===== config.mk =====
export PLATFORM = sky130hd
export DESIGN_NAME = pipe_hazard_ctrl
export DESIGN_NICKNAME = d
export VERILOG_FILES = /design/src/rtl/pipe_pkg.sv /design/src/rtl/sat_counter.sv /design/src/rtl/pipe_hazard_ctrl.sv
export SDC_FILE = /design/constraint.sdc
export NUM_CORES = 1
export LEC_CHECK = 0
export ABC_AREA = 1
export BUFFER_PORTS_ARGS = -buffer_cell sky130_fd_sc_hd__buf_4
export CAP_MARGIN = 25
export CORE_MARGIN = 2
export CORE_UTILIZATION = 36
export CTS_CLUSTER_DIAMETER = 120
export CTS_CLUSTER_SIZE = 30
export DETAILED_ROUTE_END_ITERATION = 10
export GPL_ROUTABILITY_DRIVEN = 0
export GPL_TIMING_DRIVEN = 0
export PLACE_DENSITY_LB_ADDON = 0.2
export SYNTH_ARGS = -nofsm -noshare
export SYNTH_HDL_FRONTEND = slang
export SYNTH_HIERARCHICAL = 1
export SYNTH_SLANG_ARGS = --single-unit

===== constraint.sdc =====
create_clock -name clk -period 4.9 [get_ports clk]
set_input_delay 0.735 -clock clk [delete_from_list [all_inputs] [get_ports clk]]
set_output_delay 0.735 -clock clk [all_outputs]
set_load 0.02 [all_outputs]

===== src/rtl/pipe_pkg.sv =====
`default_nettype none
// ============================================================================
// pipe_pkg : shared types and constants for the pipeline hazard controller
// Rev 1.0
// ============================================================================
package pipe_pkg;

  typedef enum logic [1:0] {
    INIT     = 2'd0,
    RUN      = 2'd1,
    MEM_WAIT = 2'd2
  } state_t;

  typedef struct packed {
    logic en;
    logic flush;
  } stage_ctrl_t;

  localparam logic [4:0] REG_ZERO = 5'd0;

endpackage
`default_nettype wire


===== src/rtl/sat_counter.sv =====
`default_nettype none
// ============================================================================
// sat_counter : W-bit up counter that holds at all-ones
// Rev 1.0
// ============================================================================
module sat_counter #(
  parameter int W = 32
) (
  input  logic         clk,
  input  logic         rst_n,
  input  logic         inc,
  output logic [W-1:0] count
);

  logic [W-1:0] count_q;
  logic [W-1:0] count_d;

  always_comb begin
    count_d = count_q;
    if (inc && (count_q != {W{1'b1}})) begin
      count_d = count_q + W'(1);
    end
  end

  always_ff @(posedge clk or negedge rst_n) begin
    if (!rst_n) begin
      count_q <= '0;
    end else begin
      count_q <= count_d;
    end
  end

  assign count = count_q;

endmodule
`default_nettype wire


===== src/rtl/pipe_hazard_ctrl.sv =====
`default_nettype none
// ============================================================================
// pipe_hazard_ctrl : stall/flush sequencing for the five-stage MIPS pipeline
// Rev 1.0
// ============================================================================
module pipe_hazard_ctrl
  import pipe_pkg::*;
#(
  parameter int DMEM_MAX_WAIT = 15,
  parameter int CNT_W         = 32
) (
  input  logic             clk,
  input  logic             rst_n,
  input  logic [4:0]       ID_rs,
  input  logic [4:0]       ID_rt,
  input  logic             ID_uses_rt,
  input  logic             EX_MemRead,
  input  logic [4:0]       EX_wreg,
  input  logic             MEM_Branch,
  input  logic             MEM_zero,
  input  logic             MEM_MemRead,
  input  logic             MEM_MemWrite,
  input  logic             dmem_ack,
  output logic             dmem_req,
  output logic             PC_en,
  output logic             IFID_en,
  output logic             IDEX_en,
  output logic             EXMEM_en,
  output logic             MEMWB_en,
  output logic             IFID_flush,
  output logic             IDEX_flush,
  output logic             EXMEM_flush,
  output logic             MEMWB_flush,
  output logic             PC_src,
  output logic             dmem_timeout,
  output logic [CNT_W-1:0] stall_cnt,
  output logic [CNT_W-1:0] flush_cnt
);

  localparam int                WAIT_W     = $clog2(DMEM_MAX_WAIT + 1);
  localparam logic [WAIT_W-1:0] C_WAIT_MAX = WAIT_W'(DMEM_MAX_WAIT);

  state_t            state_q, state_d;
  logic [WAIT_W-1:0] wait_cnt_q, wait_cnt_d;
  logic              timeout_q, timeout_d;

  stage_ctrl_t ifid_c, idex_c, exmem_c, memwb_c;
  logic        pc_en_c;
  logic        pc_src_c;
  logic        req_c;
  logic        flush_inc_c;

  logic w_mem_op;
  logic w_taken;
  logic w_load_use;
  logic w_stall_inc;

  assign w_mem_op   = MEM_MemRead | MEM_MemWrite;
  assign w_taken    = MEM_Branch & MEM_zero;
  assign w_load_use = EX_MemRead && (EX_wreg != REG_ZERO) &&
                      ((EX_wreg == ID_rs) || (ID_uses_rt && (EX_wreg == ID_rt)));

  always_comb begin
    state_d     = state_q;
    wait_cnt_d  = wait_cnt_q;
    timeout_d   = timeout_q;
    pc_en_c     = 1'b1;
    ifid_c      = '{en: 1'b1, flush: 1'b0};
    idex_c      = '{en: 1'b1, flush: 1'b0};
    exmem_c     = '{en: 1'b1, flush: 1'b0};
    memwb_c     = '{en: 1'b1, flush: 1'b0};
    pc_src_c    = 1'b0;
    req_c       = 1'b0;
    flush_inc_c = 1'b0;

    case (state_q)
      INIT: begin
        pc_en_c       = 1'b0;
        ifid_c.flush  = 1'b1;
        idex_c.flush  = 1'b1;
        exmem_c.flush = 1'b1;
        memwb_c.flush = 1'b1;
        state_d       = RUN;
      end

      RUN: begin
        req_c = w_mem_op;
        if (w_mem_op && !dmem_ack) begin
          // Freeze everything up to MEM; the bubble into WB keeps it from retiring twice
          pc_en_c       = 1'b0;
          ifid_c.en     = 1'b0;
          idex_c.en     = 1'b0;
          exmem_c.en    = 1'b0;
          memwb_c.flush = 1'b1;
          wait_cnt_d    = '0;
          state_d       = MEM_WAIT;
        end else if (w_taken) begin
          pc_src_c      = 1'b1;
          ifid_c.flush  = 1'b1;
          idex_c.flush  = 1'b1;
          exmem_c.flush = 1'b1;
          flush_inc_c   = 1'b1;
        end else if (w_load_use) begin
          pc_en_c      = 1'b0;
          ifid_c.en    = 1'b0;
          idex_c.flush = 1'b1;
        end
      end

      MEM_WAIT: begin
        req_c = w_mem_op;
        if (wait_cnt_q != C_WAIT_MAX) begin
          wait_cnt_d = wait_cnt_q + WAIT_W'(1);
        end
        if (wait_cnt_d == C_WAIT_MAX) begin
          timeout_d = 1'b1;
        end
        if (dmem_ack) begin
          state_d = RUN;
        end else begin
          pc_en_c       = 1'b0;
          ifid_c.en     = 1'b0;
          idex_c.en     = 1'b0;
          exmem_c.en    = 1'b0;
          memwb_c.flush = 1'b1;
        end
      end

      default: begin
        state_d = INIT;
      end
    endcase
  end

  always_ff @(posedge clk or negedge rst_n) begin
    if (!rst_n) begin
      state_q    <= INIT;
      wait_cnt_q <= '0;
      timeout_q  <= 1'b0;
    end else begin
      state_q    <= state_d;
      wait_cnt_q <= wait_cnt_d;
      timeout_q  <= timeout_d;
    end
  end

  assign w_stall_inc = !pc_en_c && (state_q != INIT);

  sat_counter #(.W(CNT_W)) u_stall_cnt (
    .clk   (clk),
    .rst_n (rst_n),
    .inc   (w_stall_inc),
    .count (stall_cnt)
  );

  sat_counter #(.W(CNT_W)) u_flush_cnt (
    .clk   (clk),
    .rst_n (rst_n),
    .inc   (flush_inc_c),
    .count (flush_cnt)
  );

  assign dmem_req     = req_c;
  assign PC_en        = pc_en_c;
  assign IFID_en      = ifid_c.en;
  assign IDEX_en      = idex_c.en;
  assign EXMEM_en     = exmem_c.en;
  assign MEMWB_en     = memwb_c.en;
  assign IFID_flush   = ifid_c.flush;
  assign IDEX_flush   = idex_c.flush;
  assign EXMEM_flush  = exmem_c.flush;
  assign MEMWB_flush  = memwb_c.flush;
  assign PC_src       = pc_src_c;
  assign dmem_timeout = timeout_q;

endmodule
`default_nettype wire


=== Word level (Yosys, flattened, before mapping) ===
Index checks and enable logic that the tools add are counted.

* Register bits: 71
* Input port bits: 24
* Output and inout bits: 76
* Logic and storage cells: 65

* Add/sub/neg operators: 3
* Equality and inequality tests: 10
* Mux-type cells: 27
* Bitwise operators: 2
* Reduce and logical (&&, ||, !) cells: 18

{| class="wikitable"
|+ Operators with widths
! kind !! count
|-
| $add 32x1->32 const B || 2
|-
| $ne 32x32->1 const B || 2
|-
| $mux 1 || 14
|-
| $mux 4 || 3
|-
| $eq 5x5->1 || 2
|-
| $pmux 1 s2 || 4
|-
| $pmux 4 s2 || 1
|-
| $logic_and 1x1->1 || 7
|-
| $pmux 1 s3 || 2
|-
| $pmux 2 s3 || 1
|-
| $reduce_and 2->1 || 3
|-
| $reduce_bool 5->1 || 1
|-
| $add 4x1->4 const B || 1
|-
| $eq 4x4->1 const B || 1
|-
| $mux 2 || 2
|-
| $ne 2x2->1 const B || 2
|-
| $ne 4x4->1 const B || 1
|-
| $reduce_bool 2->1 || 2
|-
| $eq 2x1->1 const B || 1
|-
| $eq 2x2->1 const B || 1
|-
| $logic_not 1->1 || 2
|-
| $logic_not 2->1 || 1
|-
| $reduce_or 2->1 || 1
|-
| $and 1x1->1 || 1
|-
| other kinds (2) || 2
|}

=== Longest topological paths before layout ===
* Depth after elaboration: 11
* Depth in mapped cells: 17

=== By module ===
The synthesis kept the hierarchy.

{| class="wikitable"
|+ By module, submodules not included
! module !! instances !! cells each !! area an instance (µm²) !! sequential area each (µm²)
|-
| sat_counter || 2 || 333 || 2190.9 || 800.8
|-
| pipe_hazard_ctrl || 1 || 122 || 738.2 || 175.2
|}

=== Worst setup path before layout ===
OpenSTA, ideal clock, no wires.

* Path kind: input -> register
* Start point: input port MEM_MemWrite
* End point: register u_stall_cnt.count_q[26], in the netlist u_stall_cnt/count[26]
* Library setup time: 118 ps
* Arrival time: 2668 ps
* Setup slack: 2115 ps
* Cell stages on the path: 15
* Buffers on the path: 0
* Cell sequence: nor2_1 > o21ai_2 > inv_2 > nand3_2 > nand2_1 > inv_1 > nand3_1 > nor2_1 > inv_1 > nor2_1 > nand2_1 > nor2_1 > nand3_1 > nand2_1 > nand2_1

* Longest elaborated chain between the ends: 7

{| class="wikitable"
|+ RTL lines
! item !! RTL line !! text
|-
| from (decl) || pipe_hazard_ctrl.sv:22 || <nowiki>input logic MEM_MemWrite,</nowiki>
|-
| $or 1x1->1 || pipe_hazard_ctrl.sv:58 || <nowiki>assign w_mem_op = MEM_MemRead | MEM_MemWrite;</nowiki>
|-
| $logic_and 1x1->1 || pipe_hazard_ctrl.sv:88 || <nowiki>if (w_mem_op && !dmem_ack) begin</nowiki>
|-
| $mux 1 || pipe_hazard_ctrl.sv:88 ||
|-
| $pmux 1 s3 || pipe_hazard_ctrl.sv:76 || <nowiki>case (state_q)</nowiki>
|-
| via PC_en || pipe_hazard_ctrl.sv:25 || <nowiki>output logic PC_en,</nowiki>
|-
| $logic_not 1->1 || pipe_hazard_ctrl.sv:147 || <nowiki>assign w_stall_inc = !pc_en_c && (state_q != INIT);</nowiki>
|-
| $logic_and 1x1->1 || pipe_hazard_ctrl.sv:147 ||
|-
| via w_stall_inc || pipe_hazard_ctrl.sv:56 || <nowiki>logic w_stall_inc;</nowiki>
|-
| $logic_and 1x1->1 || sat_counter.sv:20 || <nowiki>if (inc && (count_q != {W{1'b1}})) begin</nowiki>
|-
| to (signal assigned) || sat_counter.sv:29 || <nowiki>count_q <= count_d;</nowiki>
|-
| to (decl) || sat_counter.sv:15 || <nowiki>logic [W-1:0] count_q;</nowiki>
|}

The timed path passes the listed nets, and every way through them passes these cells.
A chain may end at the register's enable or synchronous reset.

=== Worst setup path after layout ===
* Start point: register state_q[1]
* End point: register u_stall_cnt.count_q[22], in the netlist u_stall_cnt/count[22]

* Longest elaborated chain between the ends: 5
* Elaborated cells on any way between the ends: 8

{| class="wikitable"
|+ RTL lines
! item !! RTL line !! text
|-
| from (decl) || pipe_hazard_ctrl.sv:43 || <nowiki>state_t state_q, state_d;</nowiki>
|-
| from (signal assigned) || pipe_hazard_ctrl.sv:141 || <nowiki>state_q <= state_d;</nowiki>
|-
| $eq 2x2->1, or another cell as far along || pipe_hazard_ctrl.sv:76 ||
|-
| $pmux 1 s3 || pipe_hazard_ctrl.sv:76 ||
|-
| $logic_not 1->1 || pipe_hazard_ctrl.sv:147 ||
|-
| $logic_and 1x1->1 (*) || pipe_hazard_ctrl.sv:147 ||
|-
| via w_stall_inc || pipe_hazard_ctrl.sv:56 ||
|-
| $logic_and 1x1->1 (*) || sat_counter.sv:20 ||
|}

The timed path passes the listed nets; every way through them passes the cells marked *.

==> summary.md <==
| Metric | Value |
|---|---|
| Mapped Cells | `~790` |
| Root Buffer | `clkbuf_16` |
| Final setup TNS | `0 ps` |
| Clk buf depth | `2` |
| Post-Synth Simple-Gate Area | `about half` |
| Post-route DRC | `0` |
| Delay-heaviest family, CP | `simple AND/OR/NAND/NOR gates` |
| Pre-CTS setup slack | `between 1500 and 2000 ps` |
| Seq/Total Area, Yosys | `34.7%` |
| Total GRT Usage | `around a fifth` |
| Yosys cell types | `31` |
| Compound-Gate Fraction of Synth Area | `3.30%` |
| Clk slew on worst S/H paths | `about 60 ps` |
| CTS Sinks | `71` |
| Most common cell on crit path | `nand2_1` |
| Max-slew violations | `0` |
| Num CTS Buffers | `9` |
| Final Util | `a little under half` |
| Reg2Reg Depth | `16` |
| R2R setup slack | `just under 2000 ps` |
| H-tree levels | `3` |
| Tightest Pin Transition | `569 ps` |
| Core area | `13900 µm²` |
| Post-synthesis adder-cell area fraction | `about 1.7%` |
| Most instantiated cells after synthesis | `nand2_1, nor2_1, inv_1, dfrtp_1, nand3_1` |
| Multiplexer share of the synthesized area | `0%` |
| Cell taking the most area after synthesis | `dfrtp_1` |
| CP required | `slightly above 5000 ps` |
| Syn_area_per_cell | `~6.5 µm²` |
| Die X-Extent | `123 µm` |
| Leakage | `0.00303 µW` |
| Synth Register Bits | `between 70 and 80` |
| Syn nets | `819` |
| Setup violations, final | `0` |
| Worst reg2reg startpoint | `state_q[1]` |
| First DRT Iteration DRCs | `between 300 and 400` |
| Xor-xnor portion of the synthesized cell area | `under 10%` |
| Max layer used | `met4` |
| # diodes | `0` |
| Share of cells above drive strength 1 | `a little under a fifth` |
| Ys Warns | `6` |
| CTS tree | `done` |
| Die ar. | `between 15000 and 20000 µm²` |
| Worst ir drop on vdd | `approximately 200 µV` |
| Crit-path max cell delay | `470 ps` |
| Fillers | `about 1500` |
| Initial antenna violation count | `0` |
| Setup Skew | `roughly 6.8 ps` |
| CP Class | `flip-flop to flip-flop` |
| Antenna-violating nets left | `0` |
| Number of global-route vias before repair | `~4500` |
| Critical path data arrival time | `3170 ps` |
| Hold Violations, Final | `0` |
| RSZ-0062 raised after global routing | `false` |
| Post-synth EDFFs | `0` |
| DRT Pass-1 Iters | `5` |
| Post-CTS Setup Bufs | `0` |
| M1 wire length | `6740 µm` |
| Combinational family with the most area after synthesis | `simple AND/OR/NAND/NOR gates` |
| Die Ht | `123 µm` |
| Pwr/cell area | `roughly 320 nW/µm²` |
| Synth Cell Area | `~5100 µm²` |
| Clk_lat worst skew | `340 ps` |
| Worst Slack Setup Final | `approximately 2000 ps` |
| DRT Wirelength | `approximately 14000 µm` |
| Final period util | `about three fifths` |
| Metal2 WL | `approximately 6500 µm` |
| Post-DP HPWL | `about 11000 µm` |
| Routed length per instance | `roughly 13 µm` |
| Min Tclk post-route | `2940 ps` |
| # IOs | `100` |
| Buf+Inv Stages, Crit Path | `4` |
| Top cell type's share of synthesized area | `a little over a third` |
| Startpoint types | `flip-flop` |
| Slew margin rel. | `between 60% and 70%` |
| Vias/cell | `4.73` |
| Crit-path cells | `inv_1 > ha_1 > o21ai_2 > inv_2 > nand3_2 > nand2_1 > inv_1 > nand3_1 > nor2_1 > inv_1 > nor2_1 > nand2_1 > nor2_1 > nand3_1 > nand2_1 > nand2_1` |
| Pin count of the biggest net entering global routing | `72` |
| Top cells by area, synth | `dfrtp_1, nand2_1, nor2_1` |
| CP Max Fanout | `6` |
| Row cnt | `43` |
| Final-stage net count | `between 900 and 1000` |
| PortBufs | `a little under 100` |
| Main synth FF type | `dfrtp_1` |
| Max_cap viols | `0` |
| R2r endpoint | `u_stall_cnt/count[22]` |
| Element type at the critical path end | `flip-flop` |
| FMAX | `about 0.34 GHz` |
| # resized after CTS | `0` |
| Most frequent cell after synthesis | `nand2_1` |
| Total gr overflow | `0` |
| Initial Util | `~37%` |
| Area grow syn2layout | `25.3%` |
| Async SR Flop Fraction | `between 90% and 100%` |
| Critical path's slowest cell | `nor2_1` |
| Hold-fix buffers, CTS | `0` |
| First-pass GRT wire length | `between 20000 and 25000 µm` |
| Min-delay worst type | `primary input to async pin` |
| Run status | `complete, no violations` |
| Total number of vias | `about 5100` |
| DR WL met3 | `roughly 620 µm` |
[worst max path at each step]
stage                             to  cells after the start         start  slack [ps]
4_1_cts        u_stall_cnt/count[26]                     16    state_q[1]        1930
6_report       u_stall_cnt/count[22]                     16    state_q[1]        1960
2_1_floorplan  u_stall_cnt/count[26]                     15  MEM_MemWrite        2110
5_1_grt        u_stall_cnt/count[22]                     18    EX_wreg[3]        1530
3_3_place_gp   u_stall_cnt/count[26]                     18    EX_wreg[3]        1550
3_5_place_dp   u_stall_cnt/count[26]                     18    EX_wreg[3]        1580
[registers in the layout, indices dropped and copies added (netlist names)]
register / flops
u_flush_cnt/count: 32
u_stall_cnt/count: 32
wait_cnt_q: 4
state_q: 2
dmem_timeout: 1
[cells in the final DEF, fill, tap and decap left out, types with 2 or more instances in the layout]
master       n
nand2_1    319
nor2_1     117
buf_4      103
inv_1       80
dfrtp_1     71
nand3_1     52
nand4_1     21
nand2_2     16
nand3b_1    16
xnor2_1     15
o21ai_0     11
clkbuf_16    9
nor2_4       8
ha_1         7
buf_6        6
a21oi_1      5
nor2_2       5
inv_2        4
o22ai_1      4
nand2_4      4
nand3_2      3
o21bai_1     3
xor2_1       3
nor3_1       3
clkinv_4     2
buf_8        2
a21oi_2      2
[report_power, final]
part / leakage, µW / internal, µW / total, µW / switching (µW)
combinational: 0.00190 / 278 / 709 / 430
clock: 0.000149 / 411 / 684 / 274
sequential: 0.000980 / 630 / 690 / 60.0
[worst reg2reg max path: cells and delay by family, from the launching register on]
family | cells | cell delay (ps)
compound gates | 1 | 110
fa+ha+maj | 1 | 210
simple gates | 10 | 1710
flops | 1 | 370
buf+inv | 4 | 430
[per-stage QoR]
step / std cells / hold WS, ps / total power (µW) / instance area, µm²
after CTS: 1082 / 463 / 2110 / 6390
after floorplan: 788 / 439 / 1140 / 5120
after global placement: 1066 / 446 / 1410 / 6080
after global routing: 1083 / 177 / 2220 / 6420
after detailed placement: 1066 / 450 / 1420 / 6080
final: 1083 / 186 / 2080 / 6420
[cell type report]
type	instances	area [µm²]	area share [%]
repair buffers	99	763	11.9
clock inverters	6	68.8	1.07
flip-flops and latches	71	1780	27.7
multi-input cells	620	2890	45.1
inverters	84	315	4.91
plain buffers	13	135	2.11
well taps	180	225	3.51
clock buffers	10	239	3.72
[layer usage]
| layer | global-route usage [%] | vias up |
|---|---|---|
| met2 | 29.7 | 123 |
| met5 | 0 | - |
| met4 | 7.46 | 0 |
| li1 | - | 2672 |
| met1 | 26.8 | 2309 |
| met3 | 3.18 | 17 |
[cells by family (layout without fill, tap and decap cells)]
| kind of cell | after synthesis | count (layout) |
|---|---|---|
| flip-flops | 71 | 71 |
| buffers and inverters | 97 | 212 |
| adder cells (fa/ha/maj) | 7 | 7 |
| XOR/XNOR | 18 | 18 |
| AO/OA/AOI/OAI | 28 | 28 |
| other | 1 | 1 |
| AND/OR/NAND/NOR | 566 | 566 |
Note: power is estimated with default switching activity, not from simulation.
